**src/rtl/sigcol_pkg.sv**
```systemverilog
// Shared types and defaults for the y-bus signature collector.
//   state_t      : collector FSM states
//   *_D          : default signature width, MISR polynomial and seed
//   CNT_W        : width of the sample and warm-up counters
//   fold_chunks(): number of SIG_WIDTH chunks after zero-padding y
package sigcol_pkg;

  typedef enum logic [1:0] {
    IDLE = 2'd0,
    WARM = 2'd1,
    RUN  = 2'd2,
    DONE = 2'd3
  } state_t;

  localparam int unsigned SIG_WIDTH_D = 32;
  localparam logic [31:0] POLY_D      = 32'h04C11DB7;
  localparam logic [31:0] SEED_D      = 32'hFFFFFFFF;
  localparam int unsigned CNT_W       = 16;

  // Ceiling division: chunks needed to cover yw bits with sw-bit words.
  function automatic int unsigned fold_chunks(input int unsigned yw, input int unsigned sw);
    return (yw + sw - 1) / sw;
  endfunction

endpackage

```
**src/rtl/y_fold.sv**
```systemverilog
// Combinational XOR folder: zero-pads y up to a whole number of SIG_WIDTH
// chunks and XORs all chunks together (chunk 0 = y[SIG_WIDTH-1:0]).
// Ports:
//   y      in  Y_WIDTH    bus to compact
//   fold_c out SIG_WIDTH  XOR of all padded chunks
module y_fold
  import sigcol_pkg::*;
#(
  parameter int unsigned Y_WIDTH   = 117,
  parameter int unsigned SIG_WIDTH = SIG_WIDTH_D
) (
  input  logic [Y_WIDTH-1:0]   y,
  output logic [SIG_WIDTH-1:0] fold_c
);

  localparam int unsigned CHUNKS = fold_chunks(Y_WIDTH, SIG_WIDTH);
  localparam int unsigned PAD_W  = CHUNKS * SIG_WIDTH;

  logic [PAD_W-1:0] y_pad;

  // Zero-extend, then XOR-reduce chunk by chunk.
  always_comb begin
    y_pad  = PAD_W'(y);
    fold_c = '0;
    for (int unsigned i = 0; i < CHUNKS; i++) begin
      fold_c = fold_c ^ y_pad[i*SIG_WIDTH +: SIG_WIDTH];
    end
  end

endmodule

```
**src/rtl/y_signature_collector.sv**
```systemverilog
// Compacts the observed bus y over a window of NUM_SAMPLES cycles (after
// WARMUP ignored cycles) into a MISR signature, presented via valid/ready.
// Optional feature macro: SIGCOL_COMPARE_EN adds a registered comparison of
// the final signature against sig_expected.
// Ports:
//   clk          in   clock, all logic on posedge
//   rst          in   synchronous active-high reset
//   y            in   observed bus (Y_WIDTH)
//   start        in   begin a window (honoured in IDLE only)
//   sig_ready    in   consumer accepts the signature (DONE only)
//   sig          out  current / final signature
//   sig_valid    out  high in DONE
//   busy         out  high in WARM or RUN
//   sample_cnt   out  samples compacted in this window
//   sig_expected in   (SIGCOL_COMPARE_EN) reference signature
//   sig_mismatch out  (SIGCOL_COMPARE_EN) final signature differs from reference
module y_signature_collector
  import sigcol_pkg::*;
#(
  parameter int unsigned          Y_WIDTH     = 117,
  parameter int unsigned          SIG_WIDTH   = SIG_WIDTH_D,
  parameter logic [SIG_WIDTH-1:0] POLY        = POLY_D,
  parameter logic [SIG_WIDTH-1:0] SEED        = SEED_D,
  parameter int unsigned          WARMUP      = 2,
  parameter int unsigned          NUM_SAMPLES = 16
) (
  input  logic                 clk,
  input  logic                 rst,
  input  logic [Y_WIDTH-1:0]   y,
  input  logic                 start,
  input  logic                 sig_ready,
  output logic [SIG_WIDTH-1:0] sig,
  output logic                 sig_valid,
  output logic                 busy,
  output logic [CNT_W-1:0]     sample_cnt
`ifdef SIGCOL_COMPARE_EN
  ,
  input  logic [SIG_WIDTH-1:0] sig_expected,
  output logic                 sig_mismatch
`endif
);

  state_t               state_q, state_d;
  logic [SIG_WIDTH-1:0] sig_d;
  logic [SIG_WIDTH-1:0] sig_next;
  logic [SIG_WIDTH-1:0] fold_c;
  logic [CNT_W-1:0]     cnt_d;
  logic [CNT_W-1:0]     warm_cnt, warm_d;
  logic                 valid_d, busy_d;
`ifdef SIGCOL_COMPARE_EN
  logic                 mismatch_d;
`endif

  y_fold #(
    .Y_WIDTH  (Y_WIDTH),
    .SIG_WIDTH(SIG_WIDTH)
  ) u_fold (
    .y     (y),
    .fold_c(fold_c)
  );

  // MISR step: shift left, conditional polynomial feedback, inject folded y.
  always_comb begin
    sig_next = {sig[SIG_WIDTH-2:0], 1'b0} ^ (sig[SIG_WIDTH-1] ? POLY : '0) ^ fold_c;
  end

  // Next-state and next-register values.
  always_comb begin
    state_d = state_q;
    sig_d   = sig;
    cnt_d   = sample_cnt;
    warm_d  = warm_cnt;
`ifdef SIGCOL_COMPARE_EN
    mismatch_d = sig_mismatch;
`endif
    unique case (state_q)
      IDLE: begin
        if (start) begin
          sig_d   = SEED;
          cnt_d   = '0;
          warm_d  = '0;
          state_d = (WARMUP > 0) ? WARM : RUN;
        end
      end
      WARM: begin
        // warm_cnt counts completed warm cycles; y is not sampled here.
        warm_d = warm_cnt + 1'b1;
        if (warm_cnt == CNT_W'(WARMUP - 1)) begin
          state_d = RUN;
        end
      end
      RUN: begin
        sig_d = sig_next;
        cnt_d = sample_cnt + 1'b1;
        if (cnt_d == CNT_W'(NUM_SAMPLES)) begin
          state_d = DONE;
`ifdef SIGCOL_COMPARE_EN
          // Case inequality so an X in the signature reads as a mismatch.
          mismatch_d = (sig_next !== sig_expected);
`endif
        end
      end
      DONE: begin
        // start is deliberately not looked at here.
        if (sig_ready) begin
          state_d = IDLE;
`ifdef SIGCOL_COMPARE_EN
          mismatch_d = 1'b0;
`endif
        end
      end
      default: state_d = IDLE;
    endcase
    busy_d  = (state_d == WARM) || (state_d == RUN);
    valid_d = (state_d == DONE);
  end

  // State and output registers.
  always_ff @(posedge clk) begin
    if (rst) begin
      state_q    <= IDLE;
      sig        <= SEED;
      sample_cnt <= '0;
      warm_cnt   <= '0;
      busy       <= 1'b0;
      sig_valid  <= 1'b0;
`ifdef SIGCOL_COMPARE_EN
      sig_mismatch <= 1'b0;
`endif
    end else begin
      state_q    <= state_d;
      sig        <= sig_d;
      sample_cnt <= cnt_d;
      warm_cnt   <= warm_d;
      busy       <= busy_d;
      sig_valid  <= valid_d;
`ifdef SIGCOL_COMPARE_EN
      sig_mismatch <= mismatch_d;
`endif
    end
  end

endmodule

```
**config.mk**
```make
export PLATFORM = sky130hd
export DESIGN_NAME = y_signature_collector
export DESIGN_NICKNAME = d
export VERILOG_FILES = /design/src/rtl/sigcol_pkg.sv /design/src/rtl/y_fold.sv /design/src/rtl/y_signature_collector.sv
export SDC_FILE = /design/constraint.sdc
export NUM_CORES = 1
export LEC_CHECK = 0
export ABC_AREA = 1
export CAP_MARGIN = 10
export CORE_ASPECT_RATIO = 0.75
export CORE_MARGIN = 2
export CORE_UTILIZATION = 40
export CTS_CLUSTER_SIZE = 30
export DETAILED_ROUTE_END_ITERATION = 16
export PLACE_DENSITY = 0.74
export SLEW_MARGIN = 20
export SYNTH_ARGS = -nofsm -noshare
export SYNTH_HDL_FRONTEND = slang
export SYNTH_SLANG_ARGS = --single-unit
```
**constraint.sdc**
```tcl
create_clock -name clk -period 2.45 [get_ports clk]
set_clock_uncertainty 0.2 [all_clocks]
set_input_delay 0.245 -clock clk [delete_from_list [all_inputs] [get_ports clk]]
set_output_delay 0.245 -clock clk [all_outputs]
set_load 0.01 [all_outputs]
```
After elaboration in Yosys (flattened, before gate mapping)

Index checks and enable logic that the tools add are counted.

Output and inout bits: 50
Memories: 0
Bits in read-only memories: 0
Input bits: 121
Memory bits (writable): 0
Register bits: 68
Word-level logic and storage cells: 39
Bits in latches: 0

Bitwise gates (word level): 5
Add/subtract/negate cells: 2
Multiplexer cells: 11
Divide/modulo/power cells: 0
$mul: 0
Order comparisons: 0
Reduce and logical (&&, ||, !) cells: 6
Equality and inequality tests: 9
Shift-type cells: 0

Operators by type and width:

| cell                                            | number |
|---|---|
| bitwise XOR 32 bit                              | 3 |
| case mux 16 bit (2 select lines)                | 2 |
| case mux 32 bit (2 select lines)                | 1 |
| adder 16 x 1 -> 16 bit (second input constant)  | 2 |
| 2-to-1 mux 32 bit                               | 1 |
| bitwise XOR 32 x 21 -> 32 bit                   | 1 |
| bitwise XOR 32 x 27 -> 32 bit                   | 1 |
| 2-to-1 mux 27 bit                               | 1 |
| == test 16 x 1 -> 1 bit (second input constant) | 1 |
| == test 16 x 5 -> 1 bit (second input constant) | 1 |
| 2-to-1 mux 16 bit                               | 1 |
| == test 2 bit (second input constant)           | 4 |
| 2-to-1 mux 2 bit                                | 4 |
| case mux 2 bit (4 select lines)                 | 1 |
| == test 2 x 1 -> 1 bit (second input constant)  | 2 |
| AND reduction 2 bit                             | 2 |
| nonzero test 2 bit                              | 2 |
| zero test 2 bit                                 | 1 |
| inequality test 2 bit (second input constant)   | 1 |
| logical OR 1 bit                                | 1 |

Logic depth before layout (Yosys ltp)

Depth after elaboration: 6
Depth in mapped cells: 14
Gate-level depth less buffers: 14

Cells and area by module

A second synthesis with hierarchy kept.

Cell total of the unflattened synthesis: 922
Area total of the unflattened synthesis: 5360.1 um^2

Modules (own cells, without submodules):

| module                | area each (um^2) | sequential area each (um^2) | times used | cells an instance |
|---|---|---|---|---|
| y_signature_collector | 3634.7           | 1361.3                      | 1          | 508 |
| y_fold                | 1725.4           | 0.0                         | 1          | 414 |

Worst setup path after synthesis

No wires, ideal clock.

Path kind: register to register
Start point: reg sample_cnt[0]
End point: reg busy
Buffers on the path: 0
Library setup time: 128 ps
Cell stages (with the launch flop): 13
Arrival: 1787 ps
Clock period less this slack: 2115 ps
Path slack: 335 ps
Required time: 2122 ps
Path through: dfxtp_1 ha_1 nand2_1 nor2_2 nand2_2 nor2_2 xor2_1 nor2_1 nand3_1 nand3_2 ha_1 inv_1 nor2_1

Longest elaborated chain between the ends: 6
Elaborated cells on any way between the ends: 7
Classes of those cells: 1 x add/sub; 3 x eq/ne; 2 x mux; 1 x reduce/logical

Ends and longest elaborated chain:

| what                                                           | RTL line                     | source |
|---|---|---|
| from (decl)                                                    | y_signature_collector.sv:35  | `output logic [CNT_W-1:0] sample_cnt` |
| from (signal assigned)                                         | y_signature_collector.sv:133 | `sample_cnt <= cnt_d;` |
| adder 16 x 1 -> 16 bit (*)                                     | y_signature_collector.sv:94  | `cnt_d = sample_cnt + 1'b1;` |
| == test 16 x 5 -> 1 bit (*)                                    | y_signature_collector.sv:95  | `if (cnt_d == CNT_W'(NUM_SAMPLES)) begin` |
| 2-to-1 mux 2 bit (*)                                           | y_signature_collector.sv:95  |  |
| case mux 2 bit (4 select lines) (*)                            | y_signature_collector.sv:76  | `unique case (state_q)` |
| == test 2 x 1 -> 1 bit / == test 2 bit (equally long branches) | y_signature_collector.sv:114 | `busy_d = (state_d == WARM) \|\| (state_d == RUN);` |
| logical OR 1 bit (*)                                           | y_signature_collector.sv:114 |  |
| via busy_d                                                     | y_signature_collector.sv:49  | `logic valid_d, busy_d;` |
| to (signal assigned)                                           | y_signature_collector.sv:135 | `busy <= busy_d;` |
| to (decl)                                                      | y_signature_collector.sv:34  | `output logic busy,` |

Mark *: on every way through the listed nets, which the timed path passes. The rest lies on a longest branch.
A chain may end at the register's enable or synchronous reset.

Worst setup path after layout

Same ends and word-level chain as after synthesis.

==> results.md <==
- Hold_buf cts: 0
- Placement Rows: 33
- Synth-to-layout area growth: 47.9%
- RePlAce Congestion: 0.845
- CTS tree: done
- Routed wire length: 12600 microns
- DP Area: 6300 sq um
- Synthesized area: 4440 sq um
- Leakage: 0.00254 uW
- Hold Crit Class: input port to flop
- Syn avg cell area: 6.92 sq um
- Global-route wire length before repair: 19900 microns
- Synth Area in Simple Gates: 24.9%
- FF/Latch Area: 1360 sq um
- P per Cell Area: 515 nW/um^2
- Fraction of registers with async set/reset: 0%
- CP endpoint kind: flop
- Clock transition at path regs: 50 ps
- Post-DRT Antenna Nets: 0
- Largest net degree at the start of global routing: 28
- Status: complete, no violations
- Max Clock Freq: 0.435 GHz
- CP Max Fanout: 6
- Die Ht: 95.3 microns
- Drt pass-1 iters: 5
- Crit share post-route: 93.8%
- Via count: 4684
- H-tree depth: 3
- Yosys synthesis warning count: 0
- Cts repair resizes: 0
- Detailed Place HPWL: 9910 microns
- IR drop worst, VDD: 0.000381 V
- Starting Density: 40.9%
- Boundary Pins: 171
- Total of max-cap violations: 0
- Nets: 936
- Initial antenna violation count: 0
- Max-slew violation total from the final report: 0
- Die area: 12000 sq um
- Fin crit period: 2300 ps
- Relative slew slack: 71.1%
- Critical path's top delay family: simple AND/OR/NAND/NOR gates
- Die width: 126 microns
- EDFF count, synth: 0
- Post-Route Setup TNS: 0 ps
- Area of the multi-input gates: 2800 sq um
- Mapped Nets: 768
- Total grt overflow: 0
- Share of post-route cells with drive strength above 1: 6.39%
- Worst-Skew Late Latency: 330 ps
- Postcts setup bufs: 0
- Post-route cell area: 6580 sq um
- Post-synthesis mux area share: 0%
- Yosys cell types: 35
- Cells along the critical path: ha_1 -> nand2_1 -> nor2_2 -> nand2_2 -> nor2_2 -> xor2_1 -> nor2_1 -> nand3_1 -> nand3_2 -> ha_1 -> inv_1 -> nor2_1
- Core area: 10900 sq um
- Final-layout fill cell count: 967
- Routed len/inst: 13.2 microns
- Detailed-route vias per instance: 4.91
- Top_reg_cell synth: dfxtp_1
- Synth Area in Adders: 1.41%
- DRC errors left: 0
- Cts bufs inserted: 9
- # setup viols final: 0
- Max incr delay on CP: 430 ps
- Layout Utilization: 60.5%
- Synth Area in XOR/XNOR: 20.3%
- Synth Area in Compound Gates: 16.1%
- Unrepaired setup endpoints after global routing: no
- Total GRT Usage: 20.4%
- DRT iter0 DRCs: 313
- Largest family of logic cells by synthesized area: simple AND/OR/NAND/NOR gates
- Clk buf depth: 2
- Bufs and invs on worst path: 1
- Seq/Total Area, Yosys: 30.6%
- Most frequent cells in the layout: clkdlybuf4s50_1, nand2_1, a21oi_1
- IO buf count: 170
- Critical path arrival: 2310 ps
- Slowest-stage cell, CP: dfxtp_1
- Req. time, crit path: 2460 ps
- Commonest non-fill, non-tap cell in the layout: clkdlybuf4s50_1
- Cells after Synth: 642
- Crit start category: flop
- Synth Register Bits: 68
- Clock sink count: 68
- Fin Hold WS: 86.9 ps
- N_diodes: 0
- Root Driver: clkbuf_16
- Worst slew pin tran: 430 ps
- Vias in the first global route: 4325
- Final Hold Viols: 0
- Crit path kind: flop to flop
[registers in the layout, indices dropped and copies added (netlist names)]
name,count
warm_cnt,16
state_q,2
busy,1
sig_valid,1
sample_cnt,16
sig,32
[metrics by stage]
step           setup WS [ps]  cells  power [uW]
6_report                 152    954        3390
5_1_grt                 19.7    954        3580
4_1_cts                  150    954        3430
3_5_place_dp             163    939        2230
3_3_place_gp             293    939        2210
2_1_floorplan            335    642        1770
[cells in the mapped netlist, types with 3 or more instances]
library cell | number | area [sq um]
a21oi_1 | 69 | 345
a221oi_1 | 3 | 26.3
buf_2 | 12 | 60.1
clkbuf_1 | 10 | 37.5
dfxtp_1 | 68 | 1360
ha_1 | 5 | 62.6
inv_1 | 49 | 184
inv_2 | 3 | 11.3
nand2_1 | 151 | 567
nand2_2 | 6 | 37.5
nand3_1 | 17 | 85.1
nand3_2 | 3 | 30.0
nand3b_1 | 3 | 22.5
nand4_1 | 7 | 43.8
nor2_1 | 49 | 184
nor2_2 | 6 | 37.5
nor3_1 | 4 | 20.0
o21ai_0 | 54 | 270
xnor2_1 | 45 | 394
xor2_1 | 58 | 508
[final timing paths]
path	from	end	slack, ps	cells past startpoint
max	sample_cnt[0]$_SDFFE_PP0P_	busy$_SDFF_PP0_	150	12
min	rst	warm_cnt[1]$_SDFFE_PP0P_	90	2
max reg2reg	sample_cnt[0]$_SDFFE_PP0P_	busy$_SDFF_PP0_	150	12
min reg2reg	warm_cnt[14]$_SDFFE_PP0P_	warm_cnt[14]$_SDFFE_PP0P_	280	1
[report_power, final]
| group | internal [uW] | switching, uW |
|---|---|---|
| Sequential | 1180 | 68.6 |
| Clock | 731 | 454 |
| Combinational | 506 | 454 |
[logic make-up (layout without fill, tap and decap cells)]
| logic type | Yosys count | in the layout |
|---|---|---|
| buffers and inverters | 75 | 247 |
| DFF | 68 | 68 |
| and+or+nand+nor | 255 | 255 |
| AOI/OAI and AO/OA | 136 | 136 |
| adders and majority gates | 5 | 5 |
| xor gates and xnor gates | 103 | 103 |
[layout make-up]
type / instances / share of cell area (%)
tap: 140 / 2.66
inverter: 52 / 2.97
clock inverter: 2 / 0.152
timing repair buffer: 180 / 26.9
sequential: 68 / 20.7
clock buffer: 13 / 3.96
multi-input combinational: 499 / 42.6
[routing by layer]
layer  part of all wire [%]  GRT usage, %  vias to the layer above
li1                       -             -                     2416
met1                     43          25.5                     2093
met2                     48          35.1                      163
met3                    7.8          5.39                       12
met4                    1.1          5.93                        0
met5                      0             0                        -
No activity file was read; power rests on OpenSTA's default activity.
